## config.mk

```make
export PLATFORM = sky130hd
export DESIGN_NAME = mem_stage_lsu
export DESIGN_NICKNAME = d
export VERILOG_FILES = /design/src/rtl/mem_stage_lsu.sv
export SDC_FILE = /design/constraint.sdc
export NUM_CORES = 1
export LEC_CHECK = 0
export ABC_AREA = 1
export CORE_MARGIN = 2
export CORE_UTILIZATION = 35
export DETAILED_ROUTE_END_ITERATION = 10
export DONT_BUFFER_PORTS = 1
export GPL_ROUTABILITY_DRIVEN = 1
export GPL_TIMING_DRIVEN = 0
export PLACE_DENSITY_LB_ADDON = 0.12
export SLEW_MARGIN = 5
export SYNTH_ARGS = -nofsm -noshare
export SYNTH_HDL_FRONTEND = slang
export SYNTH_SLANG_ARGS = --single-unit
export TNS_END_PERCENT = 50
```

## constraint.sdc

```tcl
create_clock -name CLK -period 1.6 [get_ports CLK]
set_clock_uncertainty 0.05 [all_clocks]
set_input_delay 0.16 -clock CLK [delete_from_list [all_inputs] [get_ports CLK]]
set_output_delay 0.16 -clock CLK [all_outputs]
set_load 0.02 [all_outputs]
```

## src/rtl/mem_stage_lsu.sv

```systemverilog
// Memory-stage load/store unit: drives a req/ack data bus, steers store lanes,
// extends load data and stalls the pipeline until the bus completes.
module mem_stage_lsu (
  input  logic        CLK,
  input  logic        RST_N,
  input  logic        MemReadM,
  input  logic        MemWriteM,
  input  logic [31:0] ALUResultM,
  input  logic [31:0] WriteDataM,
  input  logic [1:0]  MemSizeM,
  input  logic        MemSignM,
  output logic        StallM,
  output logic        MisalignedM,
  output logic [31:0] ReadDataM,
  output logic        BusReq,
  output logic        BusWe,
  output logic [31:0] BusAddr,
  output logic [31:0] BusWData,
  output logic [3:0]  BusWStrb,
  input  logic        BusAck,
  input  logic [31:0] BusRData
);

  typedef enum logic [1:0] {IDLE = 2'd0, REQ = 2'd1, DONE = 2'd2} state_t;

  state_t      state, stateNext;
  logic        misaligned, memOp, access;
  logic [31:0] wdLanes;
  logic [3:0]  strb;
  logic [1:0]  offR, sizeR;
  logic        signR;
  logic [7:0]  byteSel;
  logic [15:0] halfSel;
  logic [31:0] loadExt;

  always_comb begin
    memOp      = MemReadM | MemWriteM;
    misaligned = ((MemSizeM == 2'b01) & ALUResultM[0]) |
                 (MemSizeM[1] & (ALUResultM[1:0] != 2'b00));
    access     = memOp & ~misaligned;
  end

  always_comb begin
    wdLanes = WriteDataM;
    strb    = 4'b1111;
    unique case (MemSizeM)
      2'b00: begin
        wdLanes = {4{WriteDataM[7:0]}};
        strb    = 4'b0001 << ALUResultM[1:0];
      end
      2'b01: begin
        wdLanes = {2{WriteDataM[15:0]}};
        strb    = 4'b0011 << {ALUResultM[1], 1'b0};
      end
      default: begin
        wdLanes = WriteDataM;
        strb    = 4'b1111;
      end
    endcase
  end

  // Extraction uses the attributes latched at launch, not the live M-stage inputs.
  always_comb begin
    byteSel = BusRData[{offR, 3'b000} +: 8];
    halfSel = BusRData[{offR[1], 4'b0000} +: 16];
    loadExt = BusRData;
    unique case (sizeR)
      2'b00:   loadExt = signR ? {24'h000000, byteSel} : {{24{byteSel[7]}}, byteSel};
      2'b01:   loadExt = signR ? {16'h0000, halfSel} : {{16{halfSel[15]}}, halfSel};
      default: loadExt = BusRData;
    endcase
  end

  always_comb begin
    stateNext   = state;
    StallM      = 1'b0;
    MisalignedM = 1'b0;
    unique case (state)
      IDLE: begin
        if (access) begin
          StallM    = 1'b1;
          stateNext = REQ;
        end else if (memOp & misaligned) begin
          MisalignedM = 1'b1;
        end
      end
      REQ: begin
        StallM = 1'b1;
        if (BusAck) stateNext = DONE;
      end
      DONE:    stateNext = IDLE;
      default: stateNext = IDLE;
    endcase
  end

  always_ff @(posedge CLK or negedge RST_N) begin
    if (!RST_N) state <= IDLE;
    else        state <= stateNext;
  end

  always_ff @(posedge CLK or negedge RST_N) begin
    if (!RST_N) begin
      BusReq    <= 1'b0;
      BusWe     <= 1'b0;
      BusAddr   <= '0;
      BusWData  <= '0;
      BusWStrb  <= '0;
      ReadDataM <= '0;
      offR      <= '0;
      sizeR     <= '0;
      signR     <= 1'b0;
    end else if ((state == IDLE) && access) begin
      BusReq   <= 1'b1;
      BusWe    <= MemWriteM;
      BusAddr  <= {ALUResultM[31:2], 2'b00};
      BusWData <= wdLanes;
      BusWStrb <= MemWriteM ? strb : 4'b0000;
      offR     <= ALUResultM[1:0];
      sizeR    <= MemSizeM;
      signR    <= MemSignM;
    end else if ((state == REQ) && BusAck) begin
      BusReq <= 1'b0;
      if (!BusWe) ReadDataM <= loadExt;
    end
  end

endmodule

```

Yosys cells after proc, flatten, opt, wreduce, memory -nomap -nowiden. Cells that the tools add are included.

Register bits after elaboration: 107. Output and inout bits: 104.

Equal/unequal tests: 5. Shifts and indexed selects: 4. Muxes and demuxes: 16. Bitwise gates (word level): 9. Reduce and logical (&&, ||, !) cells: 9.

Operators with widths (number): $pmux 32 s2 (2); $mux 32 (2); $shiftx 32x6->16 (1); $shiftx 32x6->8 (1); $pmux 4 s2 (1); $eq 2x1->1 const B (3); $logic_not 2->1 (3); $mux 1 (6); $and 1x1->1 (4); $mux 2 (2); $mux 4 (1); $ne 2x2->1 const B (2); $pmux 2 s2 (1); $reduce_bool 2->1 (2); $shl 1x2->4 const A (1); $shl 2x2->4 const A (1); $not 1->1 (3); $reduce_and 3->1 (1); $logic_and 1x1->1 (2); $or 1x1->1 (2); $pmux 1 s2 (1); $reduce_and 2->1 (1).

Logic depth before layout (Yosys ltp).
Depth in word-level cells: 8. Gate-level depth with buffers: 10. Depth with buffers taken out: 9.

Least setup slack after synthesis. OpenSTA, ideal clock, no wires.

Path kind: reg2out. Start point: register state[1]. End point: output StallM. Data arrival time: 1127 ps. Data required time: 1390 ps. Setup slack: 263 ps. Cell stages (with the launch flop): 6. Path buffers: 2. Cells stage by stage: dfrtp_1 -> nor3_1 -> nand2_2 -> buf_6 -> buf_2 -> nand2_1.

Longest elaborated chain between the ends: 2. Elaborated cells on any way between the ends: 3.

RTL lines: start, declared (RTL line 26) `state_t state, stateNext;`; start signal, assigned (RTL line 98) `else state <= stateNext;`; $eq 2x1->1 / $logic_not 2->1 (equally long branches) (RTL line 78) `unique case (state)`; $pmux 1 s2 * (RTL line 78); end, declared (RTL line 12) `output logic StallM,`.

Mark *: on every way between the ends. The rest lies on a longest branch, timed or not.

Worst setup path after layout. Same ends and word-level chain as after synthesis.

==> flow_summary.ini <==
[run_status]
outcome = finished, violations left
violations = negative hold slack

[logic_synthesis]
yosysSeqAreaShare = 0.522
yosysWarningCount = 0
yosysMostFrequentCell = nand2_1
synth_top_area_frac = 0.522
synthCells = 635
synth_cell_types = 30
postSynthAreaPerCell_um2 = 8.07
synth_seq_cells = 107
synth_edf_count = 0
synth_common_cells = nand2_1 (297), dfrtp_1 (107), a21oi_1 (47)
synthArstFlopShare = 1.00
synth_area_leader_cell = dfrtp_1
syn-cell-area_mm2 = 0.00513
yosys-top-cells-area = dfrtp_1 (52%), nand2_1 (22%), a21oi_1 (4.6%), o21ai_0 (3.0%), nor2_1 (2.0%)
ys.flop_type = dfrtp_1

[power]
switching_power_w = 0.00558
pwr_density_cell_mw_per_mm2 = 1850
sw_frac_of_total = 0.456
p_seq_frac = 0.513
total_leakage_power_nw = 3.29
vdd_drop_max_mv = 0.810
finalPower_w = 0.0122
p_int_w = 0.00665
p_clk_frac = 0.202
combPwrFrac = 0.285

[hold_path]
min_path_type = in -> async

[sta]
setup_viol_count_final = 0
fin_ws_ns = 0.0113
clock.fmax_ghz = 0.629
report.final.slew_viol_count = 0
hold_violations = 107
slew_headroom = 0.652
worst_pin_slew_ns = 0.522
period_needed_ns = 1.59
min_period_over_period = 0.993
holdWs_ns = -0.554
rsz0062_at_grt = true

[clock_tree]
clk_latency_ns = 0.35
clkSinkCount = 107
cts_tree = done
clkSlewWorstSetupHoldPaths_ns = 0.08
clockBufferDepth = 2
ctsHoldBuffers = 82
htreeDepth = 3
cts_root_buf = clkbuf_16
cts_buffers = 9

[critical_path]
critPathArrivalTime_ns = 1.38
endpoint_kind = primary output
crit_fanout = 19
required_ns = 1.39
cp-start-kind = flop
crit_type = reg -> out

[drt]
route.detailed.drc = 0
drt_iter0_markers = 251
detail_route.wl_per_cell_um = 17.4
dr.pass1.iters = 5
vias = 4638
avgViaCountPerCell = 5.05
ant_nets = 0
wl_mm = 16.0

[placed_design]
detailedPlace.worstSlack_ns = -0.0411
place.gp.congestion = 0.905
hpwl_mm = 11.1
place_inst = 820
portBuffers = 0

[global_route]
overflow = 0
grt_pass1_wl_mm = 25.6
grt_max_degree = 108
grt_pass1_vias = 4894
track_usage = 0.205
antenna_found_initial = 0

[layout]
final_nets = 833
final_core_util = 0.458
nFillCells = 1428
drive_gt1_frac = 0.142
final_cell_count_no_fill = 918
areaGrowthSynthToFinish_pct = 29.0
n_antenna_cell = 0

[floorplan]
initial_core_util = 0.355
top_level_ports = 208
core_area_mm2 = 0.0144
fp-row-count = 44
fp.dieArea_mm2 = 0.0156
die_w_um = 125
die_h_um = 125

[run]
cap_violations = 0
==> power by group through the flow <==
stage / logic (W) / clock network (W) / registers, W
floorplan: 0.00255 / 0 / 0.00598
global placement: 0.00306 / 0 / 0.00631
detailed placement: 0.00315 / 0 / 0.00631
CTS: 0.00335 / 0.00254 / 0.00629
global route: 0.00396 / 0.00263 / 0.00642
finish: 0.00348 / 0.00248 / 0.00628
==> cells in the final DEF, fill, tap and decap left out, types with 4 or more instances in the layout <==
cell type,n
o21ai_1,14
clkbuf_1,6
a21oi_1,40
nand2_2,4
dfrtp_1,105
o211ai_2,8
buf_2,6
nand2_1,292
nand3_1,15
buf_6,9
inv_1,17
buf_4,14
o21ai_0,29
nor2_1,27
nand2_4,4
clkbuf_16,9
a21oi_2,17
dlygate4sd3_1,82
or2_2,8
==> kinds of logic (layout without fill, tap and decap cells) <==
logic type | count (synthesis) | after routing | share of synthesized area
and+or+nand+nor | 357 | 357 | 0.281
AOI/OAI and AO/OA | 110 | 110 | 0.128
buffers and inverters | 60 | 158 | 0.0686
other | 1 | 2 | 0.000732
DFF | 107 | 107 | 0.522
==> path summary, 6_finish.rpt <==
check | from | endpoint | slack [ns] | depth (start not counted)
max in group asynchronous | RST_N | state[0] | 1.86 | 0
min | RST_N | ReadDataM[30] | -0.55 | 0
min in group CLK | BusRData[17] | ReadDataM[17] | 0.02 | 2
max | state[1] | StallM | 0.01 | 4
min reg2reg | offR[0] | offR[0] | 0.54 | 2
max reg2reg | state[1] | ReadDataM[31] | 0.09 | 7
==> routing by layer <==
metal,vias to the layer above,GRT usage,share of wire
met1,2197,0.245,0.41
met5,-,0,0
met3,35,0.0573,0.081
li1,2202,-,-
met4,0,0.0980,0.037
met2,204,0.344,0.48
==> registers in the layout, summed over array words and instances (netlist names) <==
name / flops
BusReq: 1
sizeR: 2
signR: 1
state: 2
offR: 2
BusAddr: 30
ReadDataM: 32
BusWStrb: 4
BusWData: 32
BusWe: 1
==> stage by stage <==
stage	instance area, µm²	TNS (ns)	hold WS (ns)
floorplan	5130	0	-0.186
global placement	5360	-0.0329	-0.183
detailed placement	5360	-0.124	-0.183
CTS	6530	-0.0222	-0.568
global route	6610	-0.0710	-0.570
finish	6610	0	-0.554
==> cell type report <==
cell class / count / area (µm²) / share of cell area
plain buffers: 37 / 269 / 0.0407
inverters: 22 / 100 / 0.0151
repair buffers: 83 / 828 / 0.125
clock inverters: 7 / 98.8 / 0.0150
flip-flops and latches: 107 / 2680 / 0.405
well taps: 184 / 230 / 0.0348
multi-input cells: 469 / 2180 / 0.330
clock buffers: 9 / 225 / 0.0341
==> critical path: stages (launching register included) <==
cell,delay (ns)
dfrtp_2,0.45
nor3_2,0.20
nand2_2,0.08
buf_6,0.19
nand2_4,0.11
==> what timing repair did <==
| action | 4_1_cts | 5_1_grt |
|---|---|---|
| endpoints found under the hold margin | 194 | 107 |
| pin swaps | 0 | 1 |
| endpoints found under the setup margin | 22 | 32 |
| buffers inserted | 0 | 1 |
| gates resized for setup | 6 | 31 |
Note: power is estimated with default switching activity, not from simulation.
